--- config.mk ---
export PLATFORM = sky130hd
export DESIGN_NAME = cordic_job_ctl_flat
export DESIGN_NICKNAME = d
export VERILOG_FILES = /design/src/rtl/cordic_job_ctl_pkg.sv /design/src/rtl/cordic_job_ctl_if.sv /design/src/rtl/cordic_job_fifo.sv /design/src/rtl/cordic_job_ctl.sv /design/src/flat_wrapper.sv
export SDC_FILE = /design/constraint.sdc
export NUM_CORES = 1
export LEC_CHECK = 0
export CORE_ASPECT_RATIO = 0.8
export CORE_UTILIZATION = 55
export CTS_BUF_LIST = sky130_fd_sc_hd__clkbuf_4 sky130_fd_sc_hd__clkbuf_8
export DETAILED_ROUTE_END_ITERATION = 12
export PLACE_DENSITY = 0.78
export SYNTH_ARGS = -nofsm -noshare
export SYNTH_HDL_FRONTEND = slang
export SYNTH_HIERARCHICAL = 1
export SYNTH_SLANG_ARGS = --single-unit
--- constraint.sdc ---
create_clock -name clka -period 3.6 [get_ports clka]
set_clock_uncertainty 0.05 [all_clocks]
set_input_delay 0.54 -clock clka [delete_from_list [all_inputs] [get_ports clka]]
set_output_delay 0.54 -clock clka [all_outputs]
set_load 0.01 [all_outputs]
--- src/rtl/cordic_job_ctl_pkg.sv ---
// Shared types and defaults for the CORDIC job controller: FSM encoding,
// the queued job record and the default queue depth / timeout.
package cordic_job_ctl_pkg;

  localparam int JOB_W                  = 17;
  localparam int DEFAULT_FIFO_DEPTH     = 4;
  localparam int DEFAULT_TIMEOUT_CYCLES = 200;

  typedef enum logic [1:0] {
    S_IDLE   = 2'd0,
    S_LAUNCH = 2'd1,
    S_WAIT   = 2'd2
  } state_t;

  // Field order matches the packed vector stored in the job queue.
  typedef struct packed {
    logic       mode;
    logic [7:0] op0;
    logic [7:0] op1;
  } job_t;

endpackage

--- src/rtl/cordic_job_ctl_if.sv ---
// Bundle of the job, core and result handshakes around cordic_job_ctl.
// The slave modport is the controller's view; master is the environment's.
interface cordic_job_ctl_if;

  logic       job_valid;
  logic       job_ready;
  logic       job_mode;
  logic [7:0] job_op0;
  logic [7:0] job_op1;

  logic       cordic_start;
  logic       cordic_mode;
  logic [7:0] cordic_in0;
  logic [7:0] cordic_in1;
  logic       cordic_done;
  logic [7:0] cordic_out0;
  logic [7:0] cordic_out1;

  logic       res_valid;
  logic       res_ready;
  logic [7:0] res_out0;
  logic [7:0] res_out1;
  logic       res_mode;

  logic       busy;
  logic       timeout_err;

  modport slave (
    input  job_valid, job_mode, job_op0, job_op1,
    output job_ready,
    output cordic_start, cordic_mode, cordic_in0, cordic_in1,
    input  cordic_done, cordic_out0, cordic_out1,
    output res_valid, res_out0, res_out1, res_mode,
    input  res_ready,
    output busy, timeout_err
  );

  modport master (
    output job_valid, job_mode, job_op0, job_op1,
    input  job_ready,
    input  cordic_start, cordic_mode, cordic_in0, cordic_in1,
    output cordic_done, cordic_out0, cordic_out1,
    input  res_valid, res_out0, res_out1, res_mode,
    output res_ready,
    input  busy, timeout_err
  );

endinterface

--- src/rtl/cordic_job_fifo.sv ---
// Job queue for cordic_job_ctl: power-of-two ring buffer with
// registered pointers and an occupancy count driving full/empty.
module cordic_job_fifo
  import cordic_job_ctl_pkg::*;
#(
  parameter int DEPTH = DEFAULT_FIFO_DEPTH
) (
  input  logic             clka,
  input  logic             reset,
  input  logic             i_push,
  input  logic [JOB_W-1:0] i_data,
  input  logic             i_pop,
  output logic [JOB_W-1:0] o_data,
  output logic             o_full,
  output logic             o_empty
);

  localparam int PTR_W = $clog2(DEPTH);

  logic [JOB_W-1:0] r_mem [DEPTH];
  logic [PTR_W-1:0] r_wr_ptr;
  logic [PTR_W-1:0] r_rd_ptr;
  logic [PTR_W:0]   r_count;
  logic             w_push_ok;
  logic             w_pop_ok;

  assign w_push_ok = i_push && !o_full;
  assign w_pop_ok  = i_pop && !o_empty;
  assign o_full    = (r_count == (PTR_W+1)'(DEPTH));
  assign o_empty   = (r_count == '0);
  assign o_data    = r_mem[r_rd_ptr];

  // NOTE: the storage array is deliberately not reset; pointers and count
  // alone decide which entries are valid, so it can map onto plain RAM.
  always_ff @(posedge clka) begin
    if (w_push_ok) begin
      r_mem[r_wr_ptr] <= i_data;
    end
  end

  // NOTE: sequential state uses non-blocking assignments so every register
  // samples pre-edge values regardless of statement order.
  always_ff @(posedge clka) begin
    if (reset) begin
      r_wr_ptr <= '0;
      r_rd_ptr <= '0;
      r_count  <= '0;
    end else begin
      if (w_push_ok) r_wr_ptr <= r_wr_ptr + 1'b1;
      if (w_pop_ok)  r_rd_ptr <= r_rd_ptr + 1'b1;
      case ({w_push_ok, w_pop_ok})
        2'b10:   r_count <= r_count + 1'b1;
        2'b01:   r_count <= r_count - 1'b1;
        default: r_count <= r_count;
      endcase
    end
  end

endmodule

--- src/rtl/cordic_job_ctl.sv ---
// Feeds queued jobs to a CORDIC core one at a time, enforces a per-job
// completion timeout and holds each result until downstream takes it.
module cordic_job_ctl
  import cordic_job_ctl_pkg::*;
#(
  parameter int FIFO_DEPTH     = DEFAULT_FIFO_DEPTH,
  parameter int TIMEOUT_CYCLES = DEFAULT_TIMEOUT_CYCLES
) (
  input  logic             clka,
  input  logic             reset,
  cordic_job_ctl_if.slave  bus
);

  localparam logic [7:0] TIMEOUT_LAST = 8'(TIMEOUT_CYCLES - 1);

  state_t           r_state;
  state_t           w_state_nxt;
  job_t             r_op;
  logic [7:0]       r_wait_cnt;
  logic             r_res_valid;
  logic             r_res_mode;
  logic [7:0]       r_res_out0;
  logic [7:0]       r_res_out1;
  logic             r_timeout_err;

  logic             w_fifo_full;
  logic             w_fifo_empty;
  logic             w_push;
  logic             w_pop;
  logic             w_capture;
  logic             w_timeout;
  logic             w_res_free;
  logic [JOB_W-1:0] w_head;

  assign w_push     = bus.job_valid && !w_fifo_full;
  // The result slot is free if empty or being drained on this very edge.
  assign w_res_free = !r_res_valid || bus.res_ready;

  cordic_job_fifo #(
    .DEPTH (FIFO_DEPTH)
  ) u_fifo (
    .clka    (clka),
    .reset   (reset),
    .i_push  (w_push),
    .i_data  ({bus.job_mode, bus.job_op0, bus.job_op1}),
    .i_pop   (w_pop),
    .o_data  (w_head),
    .o_full  (w_fifo_full),
    .o_empty (w_fifo_empty)
  );

  always_ff @(posedge clka) begin
    if (reset) r_state <= S_IDLE;
    else       r_state <= w_state_nxt;
  end

  // NOTE: every output of this block gets a default first, so no path
  // leaves a signal unassigned and no latch is inferred.
  always_comb begin
    w_state_nxt = r_state;
    w_pop       = 1'b0;
    w_capture   = 1'b0;
    w_timeout   = 1'b0;
    unique case (r_state)
      S_IDLE: begin
        if (!w_fifo_empty && w_res_free) begin
          w_pop       = 1'b1;
          w_state_nxt = S_LAUNCH;
        end
      end
      S_LAUNCH: w_state_nxt = S_WAIT;
      S_WAIT: begin
        if (bus.cordic_done) begin
          w_capture   = 1'b1;
          w_state_nxt = S_IDLE;
        end else if (r_wait_cnt == TIMEOUT_LAST) begin
          w_timeout   = 1'b1;
          w_state_nxt = S_IDLE;
        end
      end
      default: w_state_nxt = S_IDLE;
    endcase
  end

  always_ff @(posedge clka) begin
    if (reset) begin
      r_op          <= '0;
      r_wait_cnt    <= '0;
      r_res_valid   <= 1'b0;
      r_res_mode    <= 1'b0;
      r_res_out0    <= '0;
      r_res_out1    <= '0;
      r_timeout_err <= 1'b0;
    end else begin
      if (w_pop) r_op <= job_t'(w_head);

      if (r_state == S_WAIT) r_wait_cnt <= r_wait_cnt + 1'b1;
      else                   r_wait_cnt <= '0;

      if (w_capture) begin
        r_res_valid <= 1'b1;
        r_res_mode  <= r_op.mode;
        r_res_out0  <= bus.cordic_out0;
        r_res_out1  <= bus.cordic_out1;
      end else if (r_res_valid && bus.res_ready) begin
        r_res_valid <= 1'b0;
      end

      if (w_timeout) r_timeout_err <= 1'b1;
    end
  end

  // Start is masked during reset so a LAUNCH cut short never reaches the core.
  assign bus.cordic_start = (r_state == S_LAUNCH) && !reset;
  assign bus.cordic_mode  = r_op.mode;
  assign bus.cordic_in0   = r_op.op0;
  assign bus.cordic_in1   = r_op.op1;
  assign bus.job_ready    = !w_fifo_full;
  assign bus.res_valid    = r_res_valid;
  assign bus.res_mode     = r_res_mode;
  assign bus.res_out0     = r_res_out0;
  assign bus.res_out1     = r_res_out1;
  assign bus.busy         = (r_state != S_IDLE);
  assign bus.timeout_err  = r_timeout_err;

endmodule

--- src/flat_wrapper.sv ---
// flat-port wrapper written by rule: the top's interface ports become plain ports
module cordic_job_ctl_flat import cordic_job_ctl_pkg::*;
#(
  parameter int FIFO_DEPTH     = DEFAULT_FIFO_DEPTH,
  parameter int TIMEOUT_CYCLES = DEFAULT_TIMEOUT_CYCLES
)
  (clka, reset, bus_job_valid, bus_job_mode, bus_job_op0, bus_job_op1, bus_job_ready, bus_cordic_start, bus_cordic_mode, bus_cordic_in0, bus_cordic_in1, bus_cordic_done, bus_cordic_out0, bus_cordic_out1, bus_res_valid, bus_res_out0, bus_res_out1, bus_res_mode, bus_res_ready, bus_busy, bus_timeout_err);
  cordic_job_ctl_if bus_i ();
  input  logic clka;
  input  logic reset;
  input wire logic [$bits(bus_i.job_valid)-1:0] bus_job_valid;
  input wire logic [$bits(bus_i.job_mode)-1:0] bus_job_mode;
  input wire logic [$bits(bus_i.job_op0)-1:0] bus_job_op0;
  input wire logic [$bits(bus_i.job_op1)-1:0] bus_job_op1;
  output wire logic [$bits(bus_i.job_ready)-1:0] bus_job_ready;
  output wire logic [$bits(bus_i.cordic_start)-1:0] bus_cordic_start;
  output wire logic [$bits(bus_i.cordic_mode)-1:0] bus_cordic_mode;
  output wire logic [$bits(bus_i.cordic_in0)-1:0] bus_cordic_in0;
  output wire logic [$bits(bus_i.cordic_in1)-1:0] bus_cordic_in1;
  input wire logic [$bits(bus_i.cordic_done)-1:0] bus_cordic_done;
  input wire logic [$bits(bus_i.cordic_out0)-1:0] bus_cordic_out0;
  input wire logic [$bits(bus_i.cordic_out1)-1:0] bus_cordic_out1;
  output wire logic [$bits(bus_i.res_valid)-1:0] bus_res_valid;
  output wire logic [$bits(bus_i.res_out0)-1:0] bus_res_out0;
  output wire logic [$bits(bus_i.res_out1)-1:0] bus_res_out1;
  output wire logic [$bits(bus_i.res_mode)-1:0] bus_res_mode;
  input wire logic [$bits(bus_i.res_ready)-1:0] bus_res_ready;
  output wire logic [$bits(bus_i.busy)-1:0] bus_busy;
  output wire logic [$bits(bus_i.timeout_err)-1:0] bus_timeout_err;
  assign bus_i.job_valid = bus_job_valid;
  assign bus_i.job_mode = bus_job_mode;
  assign bus_i.job_op0 = bus_job_op0;
  assign bus_i.job_op1 = bus_job_op1;
  assign bus_job_ready = bus_i.job_ready;
  assign bus_cordic_start = bus_i.cordic_start;
  assign bus_cordic_mode = bus_i.cordic_mode;
  assign bus_cordic_in0 = bus_i.cordic_in0;
  assign bus_cordic_in1 = bus_i.cordic_in1;
  assign bus_i.cordic_done = bus_cordic_done;
  assign bus_i.cordic_out0 = bus_cordic_out0;
  assign bus_i.cordic_out1 = bus_cordic_out1;
  assign bus_res_valid = bus_i.res_valid;
  assign bus_res_out0 = bus_i.res_out0;
  assign bus_res_out1 = bus_i.res_out1;
  assign bus_res_mode = bus_i.res_mode;
  assign bus_i.res_ready = bus_res_ready;
  assign bus_busy = bus_i.busy;
  assign bus_timeout_err = bus_i.timeout_err;
  cordic_job_ctl #(.FIFO_DEPTH(FIFO_DEPTH), .TIMEOUT_CYCLES(TIMEOUT_CYCLES)) u_core (.clka(clka), .reset(reset), .bus(bus_i));
endmodule
Word-level counts from Yosys, hierarchy flattened
Memory sizes are Yosys's and may differ from the RTL's. A register that Yosys moved wholly into a read port is not among the register bits.
Index checks and enable logic that the tools add are counted.
{ "op_classes": {"add_sub_neg": 5, "eq_ne": 8, "muxes": 16, "bitwise": 1, "reduce_logical": 18} }
{ "ops": {"columns": ["cell", "n"], "rows": [
  ["2-to-1 mux 1 bit", 11],
  ["adder 8 x 1 -> 8 bit (second input constant)", 1],
  ["equality test 8 bit (second input constant)", 1],
  ["logical AND 1 bit", 6],
  ["2-to-1 mux 2 bit", 3],
  ["one-hot mux 2 bit (3 select lines)", 1],
  ["one-hot mux 3 bit (2 select lines)", 1],
  ["nonzero test 2 bit", 3],
  ["adder 2 x 1 -> 2 bit (second input constant)", 2],
  ["equality test 2 x 1 -> 1 bit (second input constant)", 2],
  ["equality test 2 bit (second input constant)", 2],
  ["zero test 1 bit", 4],
  ["adder 3 x 1 -> 3 bit (second input constant)", 1],
  ["equality test 3 bit (second input constant)", 1],
  ["zero test 3 bit", 1],
  ["inequality test 3 x 2 -> 1 bit (second input constant)", 1],
  ["subtractor 3 x 1 -> 3 bit (second input constant)", 1],
  ["zero test 2 bit", 1],
  ["inequality test 2 x 1 -> 1 bit (second input constant)", 1],
  ["AND reduction 2 bit", 1],
  ["OR reduction 2 bit", 1],
  ["logical OR 1 bit", 1],
  ["inverter 1 bit", 1]
]} }
{ "word_totals": {"n_memories": 1, "regBits": 36, "word_cells": 59, "ram_bits": 68} }
{ "memory_table": {"columns": ["name", "words", "width", "rd", "rd_ports_with_merged_regs", "wr", "line_no", "text"], "rows": [
  ["u_core.u_fifo.r_mem", 4, 17, 1, 1, 1, "cordic_job_fifo.sv:20", "logic [JOB_W-1:0] r_mem [DEPTH];"]
]} }

Logic depth before layout (Yosys ltp)
Gate-level depths: netlist (run 1).
{ "logic_depth": {"depth_word": 8, "mapped_depth": 12, "ltp_nobuf": 11} }

Modules after synthesis
Netlist (run 1), hierarchy kept.
{ "modules_own_cells": {"columns": ["mod", "n_inst", "area_each_um2", "cells_each"], "rows": [
  ["cordic_job_fifo", 1, 2967.8, 143],
  ["cordic_job_ctl", 1, 1839.3, 205]
]} }

Worst setup path after synthesis (run 1)
No wires, ideal clock.
{ "synth_path": {"path_type": "register to register", "from": "register u_core.r_state[1]", "to": "register u_core.u_fifo.r_count[2]", "period_less_slack_ps": 2633, "n_path_buf": 2, "t_arrival_ps": 2513, "setup_slack_ps": 967, "setup_time_ps": 70, "stages_incl_launch_ff": 13, "path_cell_list": "dfxtp_1 or2_2 nor3_1 buf_4 buf_4 o31ai_1 inv_1 ha_1 inv_1 fa_1 xor2_1 or3_1 a21oi_1"} }
{ "synth_between": {"elab_chain_len": 5, "word_cells_on_any_way": 7, "cone_classes": "eq/ne (2); mux (2); reduce/logical (3)"} }
{ "synth_rtl": {"columns": ["item", "line_no", "text"], "rows": [
  ["start: declaration", "cordic_job_ctl.sv:16", "state_t r_state;"],
  ["start signal: assignment", "cordic_job_ctl.sv:54", "else r_state <= w_state_nxt;"],
  ["zero test 2 bit (*)", "cordic_job_ctl.sv:64", "unique case (r_state)"],
  ["2-to-1 mux 1 bit (*)", "cordic_job_ctl.sv:64", null],
  ["via u_core.w_pop", "cordic_job_ctl.sv:29", "logic w_pop;"],
  ["logical AND 1 bit (*)", "cordic_job_fifo.sv:28", "assign w_pop_ok = i_pop && !o_empty;"],
  ["via u_core.u_fifo.w_pop_ok", "cordic_job_fifo.sv:25", "logic w_pop_ok;"],
  ["equality test 2 x 1 -> 1 bit / equality test 2 bit (equally long branches)", "cordic_job_fifo.sv:51", "case ({w_push_ok, w_pop_ok})"],
  ["one-hot mux 3 bit (2 select lines) / nonzero test 2 bit (equally long branches)", null, null],
  ["end signal: assignment", "cordic_job_fifo.sv:52", "2'b10: r_count <= r_count + 1'b1;"],
  ["end signal: assignment", "cordic_job_fifo.sv:53", "2'b01: r_count <= r_count - 1'b1;"],
  ["end signal: assignment", "cordic_job_fifo.sv:54", "default: r_count <= r_count;"],
  ["end: declaration", "cordic_job_fifo.sv:23", "logic [PTR_W:0] r_count;"]
]} }
Mark *: on every way through the listed nets, which the timed path passes. The rest lies on a longest branch.
A chain may end at the register's enable or synchronous reset.

Worst setup path after layout (run 1)
{ "layout_path": {"from": "input port reset", "to": "output port bus_cordic_start"} }
{ "layout_between": {"elab_chain_len": 2} }
{ "layout_rtl": {"columns": ["item", "line_no", "text"], "rows": [
  ["start: declaration", "flat_wrapper.sv:10", "input logic reset;"],
  ["zero test 1 bit", "cordic_job_ctl.sv:114", "assign bus.cordic_start = (r_state == S_LAUNCH) && !reset;"],
  ["logical AND 1 bit", "cordic_job_ctl.sv:114", null],
  ["end: declaration", "flat_wrapper.sv:16", "output wire logic [$bits(bus_i.cordic_start)-1:0] bus_cordic_start;"]
]} }
Every way passes these cells.

==> PnR_summary.wiki, run 1 <==
{| class="wikitable"
! Metric !! Value
|-
| Run status || complete, no violations
|-
| Net Count, Synth || 393
|-
| Initial core utilization || 56.7%
|-
| Total negative slack || 0 ns
|-
| Fmax || 0.399 GHz
|-
| Area Growth Syn to Fin || 25.5%
|-
| Netlist area before placement || 4810 um2
|-
| Share of the yosys chip area belonging to registers || 65.4%
|-
| Routed via count || 2938
|-
| Number of max-slew violations in the final report || 0
|-
| Fin crit period || 2.50 ns
|-
| Final hold vios || 0
|-
| Post-DP Area || 5650 um2
|-
| Synth area leader || edfxtp_1
|-
| Max-capacitance violation count || 0
|-
| Post-CTS Resized || 0
|-
| CP cell instances || buf_2 -> nor3b_1 -> clkdlybuf4s50_1
|-
| CP Data Required Time || 3.01 ns
|-
| Antenna diodes || 0
|-
| Count of distinct cell types in the synthesized netlist || 40
|-
| Share of post-route cells with drive strength above 1 || 11.5%
|-
| Synth top area share || 42.5%
|-
| Weighted congestion reported at the end of routability-driven placement || 0.760
|-
| Fraction of synthesized area in multiplexers || 12.3%
|-
| Worst skew pair latency || 0.42 ns
|-
| Die area || 9120 um2
|-
| Number of I/O pins || 77
|-
| Remaining number of nets flagged by the antenna check after routing || 0
|-
| Maximum single-stage delay on the critical path || 0.70 ns
|-
| Max Buffers Root-to-Sink || 2
|-
| Number of port buffers || 76
|-
| Critical R2R Capture || u_core/u_fifo/r_count[2]
|-
| Remaining Overflow, GRT || 0
|-
| Source of the worst register-to-register timing path || u_core/u_fifo/r_count[2]
|-
| Relative slew slack || 35.9%
|-
| Post-route cell area || 6030 um2
|-
| CP delay by family, top || buffers and inverters
|-
| Final #Nets || 477
|-
| Number of antenna violations at the first check in global routing || 0
|-
| Leakage power of the design || 0.00207 uW
|-
| TritonCTS Buffers || 17
|-
| Largest net degree at the start of global routing || 67
|-
| Core Area || 8480 um2
|-
| Clock slew seen by the registers of the worst setup and hold paths || 0.06 ns
|-
| Fraction of the mapped netlist area in compound gates || 3.57%
|-
| Hold path cells || 2
|-
| Setup violators final || 0
|-
| Buffer and inverter count on the worst path || 2
|-
| Register-to-register path setup slack || 1.19 ns
|-
| Average detailed-routed wire length per instance || 15.9 um
|-
| Crit-path max FO || 66
|-
| Number of detailed-routing iterations run before antenna repair || 6
|-
| Number of synthesized flops with an enable pin || 68
|-
| Standard cell with the maximum stage delay on the critical path || buf_2
|-
| Final worst path period share || 69.6%
|-
| DPL Wire Length || 5.69 mm
|-
| Post-CTS Repair Setup Buffers || 0
|-
| Critical setup path kind || input pin to output pin
|-
| Synth async-reset ratio || 0%
|-
| Largest cells by area after synthesis || edfxtp_1, dfxtp_1, nand2b_1
|-
| Post-detailed-routing wire length || 8.80 mm
|-
| Post-synth top flop || edfxtp_1
|-
| Die height || 85.6 um
|-
| Number of buffers inserted by hold repair at cts || 0
|-
| Count of mapped cells out of synthesis || 348
|-
| Clk Tree Root Cell || clkbuf_8
|-
| Simple-gate share of the synthesized area || 12.9%
|-
| Number of levels the H-tree was split into || 4
|-
| Number of global-route vias before repair || 2821
|-
| Overall Global Routing Usage || 20.9%
|-
| Cell types with the highest counts after synthesis || edfxtp_1, dfxtp_1, nand2_1
|-
| Actual slew at the worst max-slew pin || 0.961 ns
|-
| Sinks on the clock net || 123
|-
| Startpoint kind of the worst setup timing path || input pin
|-
| Endpoint of the worst hold path || u_core/bus.res_mode
|-
| Kind of end point of the critical path || output pin
|-
| Mean number of vias per cell || 5.29
|-
| Remaining routing DRC violations || 0
|-
| Count of yosys warnings during synthesis || 6
|-
| PD cells || 691 nW/um2
|-
| Most used standard cell by instance count after synthesis || edfxtp_1
|-
| Syn avg cell area || 13.8 um2
|-
| DR iter-0 viols || 132
|-
| Reg2reg path depth || 11
|-
| Horiz. Die Dim || 107 um
|-
| Startpoint of the worst hold path || u_core/bus.res_mode
|-
| Register bit count reported by yosys || 123
|-
| Unrepaired setup endpoints after global routing || false
|-
| Number of standard-cell rows in the floorplan || 30
|-
| Adder-cell area share of the yosys netlist || 1.98%
|-
| Global-route wire length before repair || 14.1 mm
|-
| Main combinational cell family by area after synthesis || simple AND/OR/NAND/NOR gates
|-
| Worst vdd ir || 0.325 mV
|-
| Arrival time at the worst endpoint || 1.91 ns
|-
| Type of the most critical hold path || register to register
|-
| Post-synthesis xor/xnor area fraction || 1.09%
|-
| TritonCTS clock tree || done
|}
[logic make-up (layout without fill, tap and decap cells)]
group	after synthesis	after routing
adder cells (fa/ha/maj)	7	7
AO/OA/AOI/OAI	32	32
XOR/XNOR	6	6
multiplexers	35	35
buffers and inverters	27	122
flip-flops	123	123
AND/OR/NAND/NOR	118	118
[per-layer routing]
metal,track usage [%],vias to the layer above,share of wire (%)
met3,6.23,7,5.4
met1,26.4,1431,45
li1,-,1413,-
met2,34.9,87,49
met4,7.10,0,0.73
met5,0,-,0
[cells in the final DEF (no fill, tap or decap), types with 7 or more instances in the layout]
cell,n
a21oi_1,23
clkbuf_8,19
clkdlybuf4s50_1,75
dfxtp_1,55
edfxtp_1,68
inv_1,10
mux2i_1,18
mux4_1,7
mux4_2,10
nand2_1,39
nand2b_1,37
nor2_1,12
[worst max-delay path by stage]
stage | start | to | slack, ns | depth (start not counted)
2_1_floorplan | u_core/r_state[1] | u_core/u_fifo/r_count[2] | 0.97 | 12
3_3_place_gp | bus_res_ready | u_core/u_fifo/r_count[2] | 0.84 | 11
3_5_place_dp | bus_res_ready | u_core/u_fifo/r_count[2] | 0.80 | 11
4_1_cts | reset | bus_cordic_start | 1.06 | 3
5_1_grt | reset | bus_cordic_start | 0.94 | 3
6_report | reset | bus_cordic_start | 1.10 | 3
[cell type report]
| type | instances | area (um2) |
|---|---|---|
| sequential | 123 | 3140 |
| inverter | 10 | 37.5 |
| clock buffer | 22 | 284 |
| timing repair buffer | 82 | 801 |
| multi-input combinational | 198 | 1530 |
| tap | 112 | 140 |
| clock inverter | 8 | 95.1 |
| fill | 592 | 2450 |
[state kept, by name (all words and copies together) (netlist names), named ones only]
register                cells
u_core/r_state              2
u_core/bus.cordic_mode      1
u_core/bus.res_mode         1
u_core/bus.timeout_err      1
u_core/r_wait_cnt           8
u_core/u_fifo/r_count       3
u_core/u_fifo/r_rd_ptr      2
u_core/bus.cordic_in1       8
u_core/bus.res_out1         8
u_core/bus.res_out0         8
u_core/u_fifo/r_wr_ptr      2
u_core/bus.res_valid        1
u_core/bus.cordic_in0       8
u_core/u_fifo/r_mem        68
[stage by stage]
step                std cells  utilization [%]  setup slack (ns)  power (uW)  hold WS [ns]
floorplan                 348                -             0.967        2610         0.368
global placement          525             66.7             0.842        3010         0.382
detailed placement        525             66.7             0.796        3050         0.403
CTS                       555             71.1              1.06        4210         0.412
global route              555             71.1             0.942        4380         0.435
finish                    555             71.1              1.10        4170         0.407
[power breakdown]
group | switching [uW] | leakage [uW] | internal (uW)
logic | 521 | 0.000809 | 602
registers | 155 | 0.00107 | 1730
clock network | 495 | 0.000195 | 662
total | 1170 | 0.00207 | 3000
[tightest hold or removal path: stages (launching register included)]
cell and delay, ns:
dfxtp_1 0.31, nand2_1 0.05, a21oi_1 0.05
(Power assumes the default switching activity.)
==> inputs of run 2 (changes only) <==
==> constraint.sdc (replaced) <==
create_clock -name clka -period 2.5 [get_ports clka]
set_clock_uncertainty 0.05 [all_clocks]
set_input_delay 0.375 -clock clka [delete_from_list [all_inputs] [get_ports clka]]
set_output_delay 0.375 -clock clka [all_outputs]
set_load 0.01 [all_outputs]
==> run 2 against run 1 <==
Against the previous run:
- the flow now finishes with violations (design-rule violations)
- die area did not move
- critical path depth rose by 8
- global-route usage rose by 0.96 points
- combinational power rose by 54%
- sequential share of layout area fell by 0.62 points
- highest routed layer unchanged
- utilization rose by 0.86 points
- sequential cell count did not move
- clock power rose by 50%
- hold slack got worse by 0.096 ns
- critical endpoint is now u_core/u_fifo/r_count[2]
- via count fell by 0.61%
- clock-buffer cell count fell by 2
==> PnR_summary.wiki, run 2 (same netlist as run 1, synthesis figures left out) <==
{| class="wikitable"
! Metric !! Value
|-
| Weighted congestion reported at the end of routability-driven placement || 0.744 (was 0.760)
|-
| Clk Tree Root Cell || clkbuf_8 (unchanged)
|-
| Core Area || 8480 um2 (unchanged)
|-
| Share of post-route cells with drive strength above 1 || 13.1% (was 11.5%)
|-
| Leakage power of the design || 0.00210 uW (was 0.00207 uW)
|-
| Clock slew seen by the registers of the worst setup and hold paths || 0.07 ns (was 0.06 ns)
|-
| CP Data Required Time || 2.81 ns (was 3.01 ns)
|-
| Most common cell after layout, fill and taps aside || clkdlybuf4s50_1 (unchanged)
|-
| Crit-path max FO || 5 (was 66)
|-
| Top library cells by usage in the layout, fill and taps aside || clkdlybuf4s50_1, edfxtp_1, dfxtp_1, nand2_1, nand2b_1 (unchanged)
|-
| Final #Nets || 483 (was 477)
|-
| Unrepaired setup endpoints after global routing || false (unchanged)
|-
| Mean number of vias per cell || 5.19 (was 5.29)
|-
| Number of gates on the worst path with buffers counted || 11 (was 3)
|-
| Arrival time at the worst endpoint || 2.65 ns (was 1.91 ns)
|-
| Fin crit period || 2.34 ns
|-
| Remaining routing DRC violations || 2 (was 0)
|-
| Post-CTS Repair Setup Buffers || 0 (unchanged)
|-
| Actual slew at the worst max-slew pin || 0.780 ns (was 0.961 ns)
|-
| Number of levels the H-tree was split into || 4 (unchanged)
|-
| Post-detailed-routing wire length || 9.00 mm (was 8.80 mm)
|-
| Number of flip-flops in the largest register || 68 (unchanged)
|-
| CP cell instances || nor3b_2 -> nor2b_1 -> inv_1 -> nor2_1 -> inv_1 -> ha_1 -> inv_1 -> fa_1 -> xor2_1 -> or3_1 -> a21oi_1 (was buf_2 -> nor3b_1 -> clkdlybuf4s50_1)
|-
| Buffer and inverter count on the worst path || 3 (was 2)
|-
| Remaining Overflow, GRT || 0 (unchanged)
|-
| Final cell count without fillers || 563 (was 555)
|-
| Number of buffers inserted by hold repair at cts || 0 (unchanged)
|-
| Max-capacitance violation count || 0 (unchanged)
|-
| Overall Global Routing Usage || 21.9% (was 20.9%)
|-
| Type of the most critical hold path || input pin to register (was register to register)
|-
| DR iter-0 viols || 147 (was 132)
|-
| Antenna diodes || 0 (unchanged)
|-
| Die area || 9120 um2 (unchanged)
|-
| Fmax || 0.427 GHz
|-
| CP delay by family, top || simple AND/OR/NAND/NOR gates (was buffers and inverters)
|-
| Number of standard-cell rows in the floorplan || 30 (unchanged)
|-
| Violated checks || design-rule violations
|-
| Number of port buffers || 76 (unchanged)
|-
| Max Buffers Root-to-Sink || 2 (unchanged)
|-
| Run status || finished, violations left (was complete, no violations)
|-
| Remaining number of nets flagged by the antenna check after routing || 0 (unchanged)
|-
| Final worst path period share || 93.6%
|-
| Number of max-slew violations in the final report || 0 (unchanged)
|-
| Area Growth Syn to Fin || 27.0% (was 25.5%)
|-
| Post-CTS Resized || 0 (unchanged)
|-
| Reg2reg path depth || 11 (unchanged)
|-
| Maximum single-stage delay on the critical path || 0.39 ns (was 0.70 ns)
|-
| Critical setup path kind || register to register (was input pin to output pin)
|-
| Standard cell with the maximum stage delay on the critical path || dfxtp_1 (was buf_2)
|-
| TritonCTS clock tree || done (unchanged)
|-
| Filler cell count || 596 (was 592)
|-
| Number of I/O pins || 77 (unchanged)
|-
| Horiz. Die Dim || 107 um (unchanged)
|-
| Number of global-route vias before repair || 2937 (was 2821)
|-
| Global-route wire length before repair || 14.5 mm (was 14.1 mm)
|-
| Routed via count || 2920 (was 2938)
|-
| TritonCTS Buffers || 17 (unchanged)
|-
| Final hold vios || 0 (unchanged)
|-
| Biggest register || u_core/u_fifo/r_mem (unchanged)
|-
| Initial core utilization || 56.7% (unchanged)
|-
| Largest net degree at the start of global routing || 41 (was 67)
|-
| Setup WS pre-CTS || -0.130 ns (was 0.796 ns)
|-
| Total Power Consumption || 6130 uW (was 4170 uW)
|-
| DPL Wire Length || 5.77 mm (was 5.69 mm)
|-
| Worst vdd ir || 0.681 mV (was 0.325 mV)
|-
| Sinks on the clock net || 123 (unchanged)
|-
| Total negative slack || 0 ns (unchanged)
|-
| Cell with the most instances on the worst path || inv_1
|-
| Startpoint kind of the worst setup timing path || register (was input pin)
|-
| Number of antenna violations at the first check in global routing || 0 (unchanged)
|-
| Setup violators final || 0 (unchanged)
|-
| Worst Setup Slack, final || 0.161 ns (was 1.10 ns)
|-
| Worst skew pair latency || 0.43 ns (was 0.42 ns)
|-
| Hold path cells || 2 (unchanged)
|-
| Kind of end point of the critical path || register (was output pin)
|-
| Area of the multi-input gates || 1540 um2 (was 1530 um2)
|-
| Average detailed-routed wire length per instance || 16.0 um (was 15.9 um)
|-
| Cells after DPL || 531 (was 525)
|-
| Die height || 85.6 um (unchanged)
|-
| PD cells || 1000 nW/um2 (was 691 nW/um2)
|-
| Number of detailed-routing iterations run before antenna repair || 10 (was 6)
|-
| FF/Latch Area || 3140 um2 (unchanged)
|-
| Relative slew slack || 47.9% (was 35.9%)
|}
-- run 2: metrics by stage --
stage | area, um2 | hold slack [ns] | utilization (%)
detailed placement | 5700 | 0.388 | 67.2
CTS | 6110 | 0.290 | 72.0
floorplan | 4820 | 0.368 | -
finish | 6110 | 0.311 | 72.0
global route | 6110 | 0.318 | 72.0
global placement | 5700 | 0.383 | 67.2
-- run 2: final cells by class --
| cell class | instances | share of cell area (%) |
|---|---|---|
| clock buffer | 20 | 4.30 |
| inverter | 10 | 0.615 |
| clock inverter | 12 | 2.32 |
| timing repair buffer | 88 | 13.9 |
| multi-input combinational | 198 | 25.1 |
| sequential | 123 | 51.5 |
| tap | 112 | 2.30 |
-- run 2: worst reg2reg max path, cell delays in order, from the launching register on --
cell,delay [ns]
dfxtp_1,0.39
nor3b_2,0.31
nor2b_1,0.08
inv_1,0.08
nor2_1,0.06
inv_1,0.07
ha_1,0.16
inv_1,0.06
fa_1,0.38
xor2_1,0.17
or3_1,0.33
a21oi_1,0.14
-- run 2: final timing paths --
path                             from                        to  slack (ns)
max reg2reg  u_core/u_fifo/r_count[2]  u_core/u_fifo/r_count[2]        0.16
max          u_core/u_fifo/r_count[2]  u_core/u_fifo/r_count[2]        0.16
min reg2reg      u_core/r_wait_cnt[0]      u_core/r_wait_cnt[0]        0.40
min                             reset  u_core/u_fifo/r_count[1]        0.31
-- run 2: per-layer routing --
| metal | GRT usage (%) | wire length (um) |
|---|---|---|
| met1 | 27.7 | 4090 |
| met5 | 0 | 0 |
| met2 | 35.1 | 4270 |
| met3 | 8.13 | 519 |
| met4 | 7.47 | 119 |
-- run 2: report_power, final --
group          switching, uW  total [uW]  internal (uW)
Clock                    793        1740            945
Sequential               174        2670           2500
Combinational            809        1720            915
